==> config.mk <==
export PLATFORM = sky130hd
export DESIGN_NAME = demux2_stream
export DESIGN_NICKNAME = d
export VERILOG_FILES = /design/src/rtl/demux2_pkg.sv /design/src/rtl/demux2_slot.sv /design/src/rtl/demux2_stream.sv
export SDC_FILE = /design/constraint.sdc
export NUM_CORES = 1
export LEC_CHECK = 0
export BUFFER_PORTS_ARGS = -buffer_cell sky130_fd_sc_hd__buf_2
export CAP_MARGIN = 20
export CELL_PAD_IN_SITES_DETAIL_PLACEMENT = 0
export CELL_PAD_IN_SITES_GLOBAL_PLACEMENT = 1
export CORE_AREA = 3 3 40 42
export DETAILED_ROUTE_END_ITERATION = 16
export DIE_AREA = 0 0 43 45
export MAX_ROUTING_LAYER = met4
export PLACE_DENSITY = 0.84
export SYNTH_ARGS = -nofsm -noshare
export SYNTH_HDL_FRONTEND = slang
export SYNTH_SLANG_ARGS = --single-unit
==> constraint.sdc <==
create_clock -name clk -period 3.5 [get_ports clk]
set_clock_uncertainty 0.15 [all_clocks]
set_input_delay 0.35 -clock clk [delete_from_list [all_inputs] [get_ports clk]]
set_output_delay 0.35 -clock clk [all_outputs]
set_load 0.1 [all_outputs]
==> src/rtl/demux2_pkg.sv <==
// demux2_pkg: shared constants and types for the 1-to-2 stream demultiplexer.
// Optional per-channel transfer counters are compiled in with DEMUX2_CNT_EN.
package demux2_pkg;

  // Default data width of every channel
  localparam int unsigned DEMUX2_WIDTH = 4;

  // Number of sink channels
  localparam int unsigned NUM_CH = 2;

  // Channel index / select values
  localparam logic CH0 = 1'b0;
  localparam logic CH1 = 1'b1;

  // Holding-slot state
  typedef enum logic {
    EMPTY = 1'b0,
    FULL  = 1'b1
  } slot_state_e;

endpackage : demux2_pkg

==> src/rtl/demux2_slot.sv <==
// demux2_slot: one-entry holding register with a valid/ready output handshake.
// A load while FULL and draining overlaps the two, giving 1 word/cycle.
// With DEMUX2_CNT_EN a wrapping counter tallies completed output transfers.
module demux2_slot
  import demux2_pkg::*;
#(
  parameter int unsigned WIDTH = DEMUX2_WIDTH,
  parameter int unsigned CNT_W = 8
) (
  input  logic             clk,
  input  logic             reset_n,
  input  logic             load,
  input  logic [WIDTH-1:0] din,
  output logic [WIDTH-1:0] yout,
  output logic             valid,
  input  logic             ready
`ifdef DEMUX2_CNT_EN
  ,
  output logic [CNT_W-1:0] cnt,
  input  logic             cnt_clr
`endif
);

  slot_state_e      state_q, state_d;
  logic [WIDTH-1:0] data_q;
  logic             drain;

  assign drain = (state_q == FULL) && ready;

  // State register
  always_ff @(posedge clk or negedge reset_n) begin
    if (!reset_n) state_q <= EMPTY;
    else          state_q <= state_d;
  end

  // Next state: a load always leaves the slot FULL; a bare drain empties it
  always_comb begin
    state_d = state_q;
    unique case (state_q)
      EMPTY: if (load)       state_d = FULL;
      FULL:  if (load)       state_d = FULL;
             else if (ready) state_d = EMPTY;
      default:               state_d = EMPTY;
    endcase
  end

  // Output decode: valid is exactly the FULL state
  always_comb begin
    valid = (state_q == FULL);
  end

  // Data holding register; only a load may change it, so data is stable under stall
  always_ff @(posedge clk or negedge reset_n) begin
    if (!reset_n)  data_q <= '0;
    else if (load) data_q <= din;
  end

  assign yout = data_q;

`ifdef DEMUX2_CNT_EN
  logic [CNT_W-1:0] cnt_q, cnt_d;

  // Counter next value: clear wins over a same-cycle drain; natural wrap
  always_comb begin
    cnt_d = cnt_q;
    if (cnt_clr)    cnt_d = '0;
    else if (drain) cnt_d = cnt_q + 1'b1;
  end

  // Counter register
  always_ff @(posedge clk or negedge reset_n) begin
    if (!reset_n) cnt_q <= '0;
    else          cnt_q <= cnt_d;
  end

  assign cnt = cnt_q;
`else
  // Counter width is only meaningful when counters are compiled in
  logic unused_slot;
  assign unused_slot = ^{CNT_W, drain};
`endif

endmodule : demux2_slot

==> src/rtl/demux2_stream.sv <==
// demux2_stream: registered 1-to-2 stream demultiplexer.
// The select bit steers each source word into one of two holding slots; each
// slot stalls independently. d_ready looks only at the selected slot.
// Optional macro: DEMUX2_CNT_EN adds cnt0/cnt1/cnt_clr transfer counters.
module demux2_stream
  import demux2_pkg::*;
#(
  parameter int unsigned WIDTH = DEMUX2_WIDTH,
  parameter int unsigned CNT_W = 8
) (
  input  logic             clk,
  input  logic             reset_n,
  input  logic [WIDTH-1:0] d,
  input  logic             s,
  input  logic             d_valid,
  output logic             d_ready,
  output logic [WIDTH-1:0] y0,
  output logic             y0_valid,
  input  logic             y0_ready,
  output logic [WIDTH-1:0] y1,
  output logic             y1_valid,
  input  logic             y1_ready
`ifdef DEMUX2_CNT_EN
  ,
  output logic [CNT_W-1:0] cnt0,
  output logic [CNT_W-1:0] cnt1,
  input  logic             cnt_clr
`endif
);

  logic [NUM_CH-1:0][WIDTH-1:0] ch_y;
  logic [NUM_CH-1:0]            ch_vld;
  logic [NUM_CH-1:0]            ch_rdy;
  logic [NUM_CH-1:0]            ch_ld;
`ifdef DEMUX2_CNT_EN
  logic [NUM_CH-1:0][CNT_W-1:0] ch_cnt;
`endif

  assign ch_rdy[CH0] = y0_ready;
  assign ch_rdy[CH1] = y1_ready;

  // Source ready: the selected slot has room now or frees up this cycle
  always_comb begin
    d_ready = !ch_vld[s] || ch_rdy[s];
  end

  // Select decode: at most one slot loads per cycle
  always_comb begin
    ch_ld      = '0;
    ch_ld[CH0] = d_valid && d_ready && (s == CH0);
    ch_ld[CH1] = d_valid && d_ready && (s == CH1);
  end

  for (genvar g = 0; g < NUM_CH; g++) begin : g_ch
    demux2_slot #(
      .WIDTH (WIDTH),
      .CNT_W (CNT_W)
    ) u_slot (
      .clk     (clk),
      .reset_n (reset_n),
      .load    (ch_ld[g]),
      .din     (d),
      .yout    (ch_y[g]),
      .valid   (ch_vld[g]),
      .ready   (ch_rdy[g])
`ifdef DEMUX2_CNT_EN
      ,
      .cnt     (ch_cnt[g]),
      .cnt_clr (cnt_clr)
`endif
    );
  end

  assign y0       = ch_y[CH0];
  assign y1       = ch_y[CH1];
  assign y0_valid = ch_vld[CH0];
  assign y1_valid = ch_vld[CH1];

`ifdef DEMUX2_CNT_EN
  assign cnt0 = ch_cnt[CH0];
  assign cnt1 = ch_cnt[CH1];
`endif

endmodule : demux2_stream

## Word-level counts from Yosys, hierarchy flattened

Cells that the tools add are included.

| storage, ports and cells | value |
|---|---|
| output and inout bits | 11 |
| word-level logic and storage cells | 25 |
| flip-flop bits (word level) | 10 |
| input bits | 10 |

| operators by class | value |
|---|---|
| $lt $le $gt $ge | 1 |
| bitwise operators | 3 |
| reductions and logical operators | 5 |
| multiplexer cells | 12 |

Operators with widths:

| kind | count |
|---|---|
| $mux W1 | 10 |
| $pmux W1 S2 | 2 |
| $logic_and A1 B1 Y1 | 3 |
| $not A1 Y1 | 3 |
| $lt A1 B2 Y1 const B | 1 |
| $logic_not A1 Y1 | 1 |
| $logic_or A1 B1 Y1 | 1 |

## Logic depth before layout (Yosys ltp)

| depth | value |
|---|---|
| depth after elaboration | 8 |
| mapped depth | 3 |
| gate-level depth less buffers | 3 |

## Hierarchy

From an unflattened synthesis, not the netlist that was laid out.

| second synthesis, totals | value |
|---|---|
| cells, all modules | 29 |
| area, all modules | 410.4 um^2 |

By module, submodules not included:

| module | times used | cells an instance | sequential area each (um^2) | area an instance (um^2) |
|---|---|---|---|---|
| demux2_slot | 2 | 11 | 125.1 | 182.7 |
| demux2_stream | 1 | 7 | 0.0 | 45.0 |

## Worst setup path after synthesis

OpenSTA, ideal clock, no wires.

| path | value |
|---|---|
| path type | register -> output |
| start | register g_ch[0].u_slot.state_q |
| end | output d_ready |
| data required time | 3,000 ps |
| cell stages (with the launch flop) | 4 |
| setup slack | 493 ps |
| arrival time | 2,507 ps |
| buffers on the path | 0 |
| cell sequence | dfrtp_1 nand2b_2 nor2_1 a21oi_1 |

| on the way | value |
|---|---|
| cells in the longest elaborated chain, start to end | 4 |

RTL lines:

| element | RTL line | source |
|---|---|---|
| start, declared | demux2_slot.sv:24 | `slot_state_e state_q, state_d;` |
| start signal, assigned | demux2_slot.sv:33 | `else state_q <= state_d;` |
| $mux W1 (implied by the code) (2 in series) | demux2_stream.sv:44 | `d_ready = !ch_vld[s] \|\| ch_rdy[s];` |
| $logic_not A1 Y1 | demux2_stream.sv:44 |  |
| $logic_or A1 B1 Y1 | demux2_stream.sv:44 |  |
| end, declared | demux2_stream.sv:16 | `output logic d_ready,` |

Every way passes these cells. The select of a mux whose other input is x is not followed.

## Worst setup path after layout

| path | value |
|---|---|
| start | register g_ch[1].u_slot.state_q |
| end | output d_ready |

| on the way | value |
|---|---|
| cells in the longest elaborated chain, start to end | 4 |

RTL lines:

| element | RTL line |
|---|---|
| start, declared | demux2_slot.sv:24 |
| start signal, assigned | demux2_slot.sv:33 |
| $mux W1 (implied by the code) (2 in series) | demux2_stream.sv:44 |
| $logic_not A1 Y1 | demux2_stream.sv:44 |
| $logic_or A1 B1 Y1 | demux2_stream.sv:44 |

Every way passes these cells. The select of a mux whose other input is x is not followed.

==> results_dict.tcl <==
set metrics [dict create \
    status "finished clean" \
    setup_viol 0 \
    clk_pin_slew_ns 0.06 \
    ys_top_cells_by_area "dfrtp_1 59%, mux2_2 21%, nand3b_4 4.7%" \
    clk_path_buf_depth 2 \
    rows 13 \
    clk_latency_ns 0.25 \
    grt_pass1_vias 298 \
    critPathLaunch "g_ch[1].u_slot.valid$_DFF_PN0_" \
    fin_nets 64 \
    cellPowerDensity_mw_per_mm2 734 \
    synth.avg_cell_area_um2 15.2 \
    antenna_left 0 \
    die_h_um 45 \
    grt_util_met2_pct 12.9 \
    p_leak_nw 0.290 \
    grt_pass1_wl_um 1270 \
    yosysTopAreaCellShare_pct 58.8 \
    crit_arrival_ns 1.33 \
    syn_area_um2 425 \
    htreeDepth 1 \
    grt_max_degree 11 \
    syn_to_final_growth_pct 35.6 \
    vias 302 \
    worst_slack_ns 1.67 \
    cts_tree "done" \
    final_cell_mix "20 x buf_2, 10 x dfrtp_1, 8 x mux2_2, 3 x clkbuf_4" \
    utilization_pct 44.9 \
    rsz0062_at_grt "no" \
    first_iter_violations 0 \
    antenna_found_initial 0 \
    cts_buffers 3 \
    wl_per_cell_um 11.2 \
    wirelength_um 749 \
    placed_cells 63 \
    avgViaCountPerCell 4.51 \
    drt_pass1_iterations 1 \
    synthDistinctLibCells 12 \
    r2r_end "g_ch[1].u_slot.yout[2]$_DFFE_PN0P_" \
    holdCritPathClass "input port to flop" \
    reg2reg_slack_ns 2.24 \
    maxCapViolations 0 \
    tightest_slew_ns 0.488 \
    io_pins 21 \
    endpoint_kind "primary output" \
    gr-usage-met3_pct 7.97 \
    yosysSeqAreaShare_pct 58.8 \
    grt_util_met1_pct 11.6 \
    start_util_pct 33.1 \
    ys_ff_latch 10 \
    grt.busiest_layer "met2" \
    max_freq_ghz 0.547 \
    r2r_cells 3 \
    register_area_um2 250 \
    grt_overflow 0 \
    drc_errors 0 \
    critPathLaunchType "flop" \
    fp.coreArea_mm2 0.00128 \
    slew_headroom_pct 67.7 \
    antennaDiodeCount 0 \
    drive_gt1_share_pct 69.2 \
    setup_tns_ns 0 \
    syn_inst 28 \
    clock_sinks 10 \
    cts_resized 0 \
    endpoint "d_ready" \
    hpwlAfterDp_um 590 \
    slew_violations 0 \
    peakVddDrop_uv 454 \
    place.gp.congestion 0.617 \
    hold_viol 0 \
    root_buffer "clkbuf_4" \
    crit_path_max_fanout 3 \
    r2r_start "g_ch[1].u_slot.valid$_DFF_PN0_" \
    yosysTopAreaCell "dfrtp_1" \
    fillers 118 \
    synth_nets 38 \
    multi_input_area_um2 171 \
    portBuffers 20 \
    cp_data_required_time_ns 3.00 \
    dieWidth_um 43 \
    crit_type "flop to primary output" \
    ys_warn_count 0 \
    grtUsageTotal_pct 10.0 \
    fin_crit_sh_pct 52.3 \
    dieArea_mm2 0.00194 \
    holdWs_ns 0.187 \
    layout_commonest_cell "buf_2" \
    fin_cells 67 \
    post-route-min-period_ns 1.83 \
    post-place-ws_ns 1.85 \
]
## sequential cells by signal (all words and copies together) (netlist names)
| name | cells |
|---|---|
| g_ch.u_slot.valid | 2 |
| g_ch.u_slot.yout | 8 |
## worst min-delay path by stage
stage | startpoint | depth (start not counted) | end | slack (ns)
2_1_floorplan | reset_n | 0 | g_ch[0].u_slot.valid$_DFF_PN0_ | -0.1
3_5_place_dp | reset_n | 1 | g_ch[0].u_slot.yout[3]$_DFFE_PN0P_ | 0.07
4_1_cts | d[3] | 2 | g_ch[0].u_slot.yout[3]$_DFFE_PN0P_ | 0.17
6_report | s | 2 | g_ch[0].u_slot.valid$_DFF_PN0_ | 0.19
5_1_grt | d[3] | 2 | g_ch[1].u_slot.yout[3]$_DFFE_PN0P_ | 0.17
3_3_place_gp | reset_n | 1 | g_ch[0].u_slot.yout[3]$_DFFE_PN0P_ | 0.07
## cell usage after synthesis (all sizes together)
cell    count
a21oi       1
dfrtp      10
inv         1
mux2        8
nand2       1
nand2b      1
nand3b      1
nor2        2
nor2b       1
o21ai       1
or2b        1
## critical path: stages, from the launching register on
cell,delay [ns]
dfrtp_1,0.37
nor2b_4,0.14
a21oi_1,0.13
buf_2,0.43
## cell type report
cell class	instances	area share (%)
Inverter	1	0.651
Tap cell	15	3.25
Sequential cell	10	43.4
Clock buffer	3	3.90
Timing Repair Buffer	21	19.1
Multi-Input combinational cell	17	29.7
## power by group
group          switching, mW  internal [mW]
Combinational          0.171         0.0360
Sequential           0.00805          0.135
Clock                 0.0341         0.0394
## metal layers
| layer | part of all wire, % | vias to the layer above |
|---|---|---|
| met3 | 14 | 0 |
| met1 | 44 | 137 |
| li1 | - | 146 |
| met5 | 0 | - |
| met2 | 42 | 19 |
| met4 | 0 | 0 |
## through the flow
stage | area, um2 | total power [mW]
detailed placement | 544 | 0.353
floorplan | 425 | 0.318
global placement | 544 | 0.351
finish | 577 | 0.423
global route | 577 | 0.448
CTS | 577 | 0.432
## repair_timing
action | in CTS | in global routing
setup endpoints to repair | 0 | 0
hold buffers | 1 | 0
setup buffers | 0 | 0
hold endpoints to repair | 10 | 0
## kinds of logic after synthesis
kind of cell / after synthesis / synth area share, %
AO/OA/AOI/OAI: 2 / 2.35
AND/OR/NAND/NOR: 7 / 16.8
buffers and inverters: 1 / 0.882
multiplexers: 8 / 21.2
flip-flops: 10 / 58.8
Note: power is estimated with default switching activity, not from simulation.
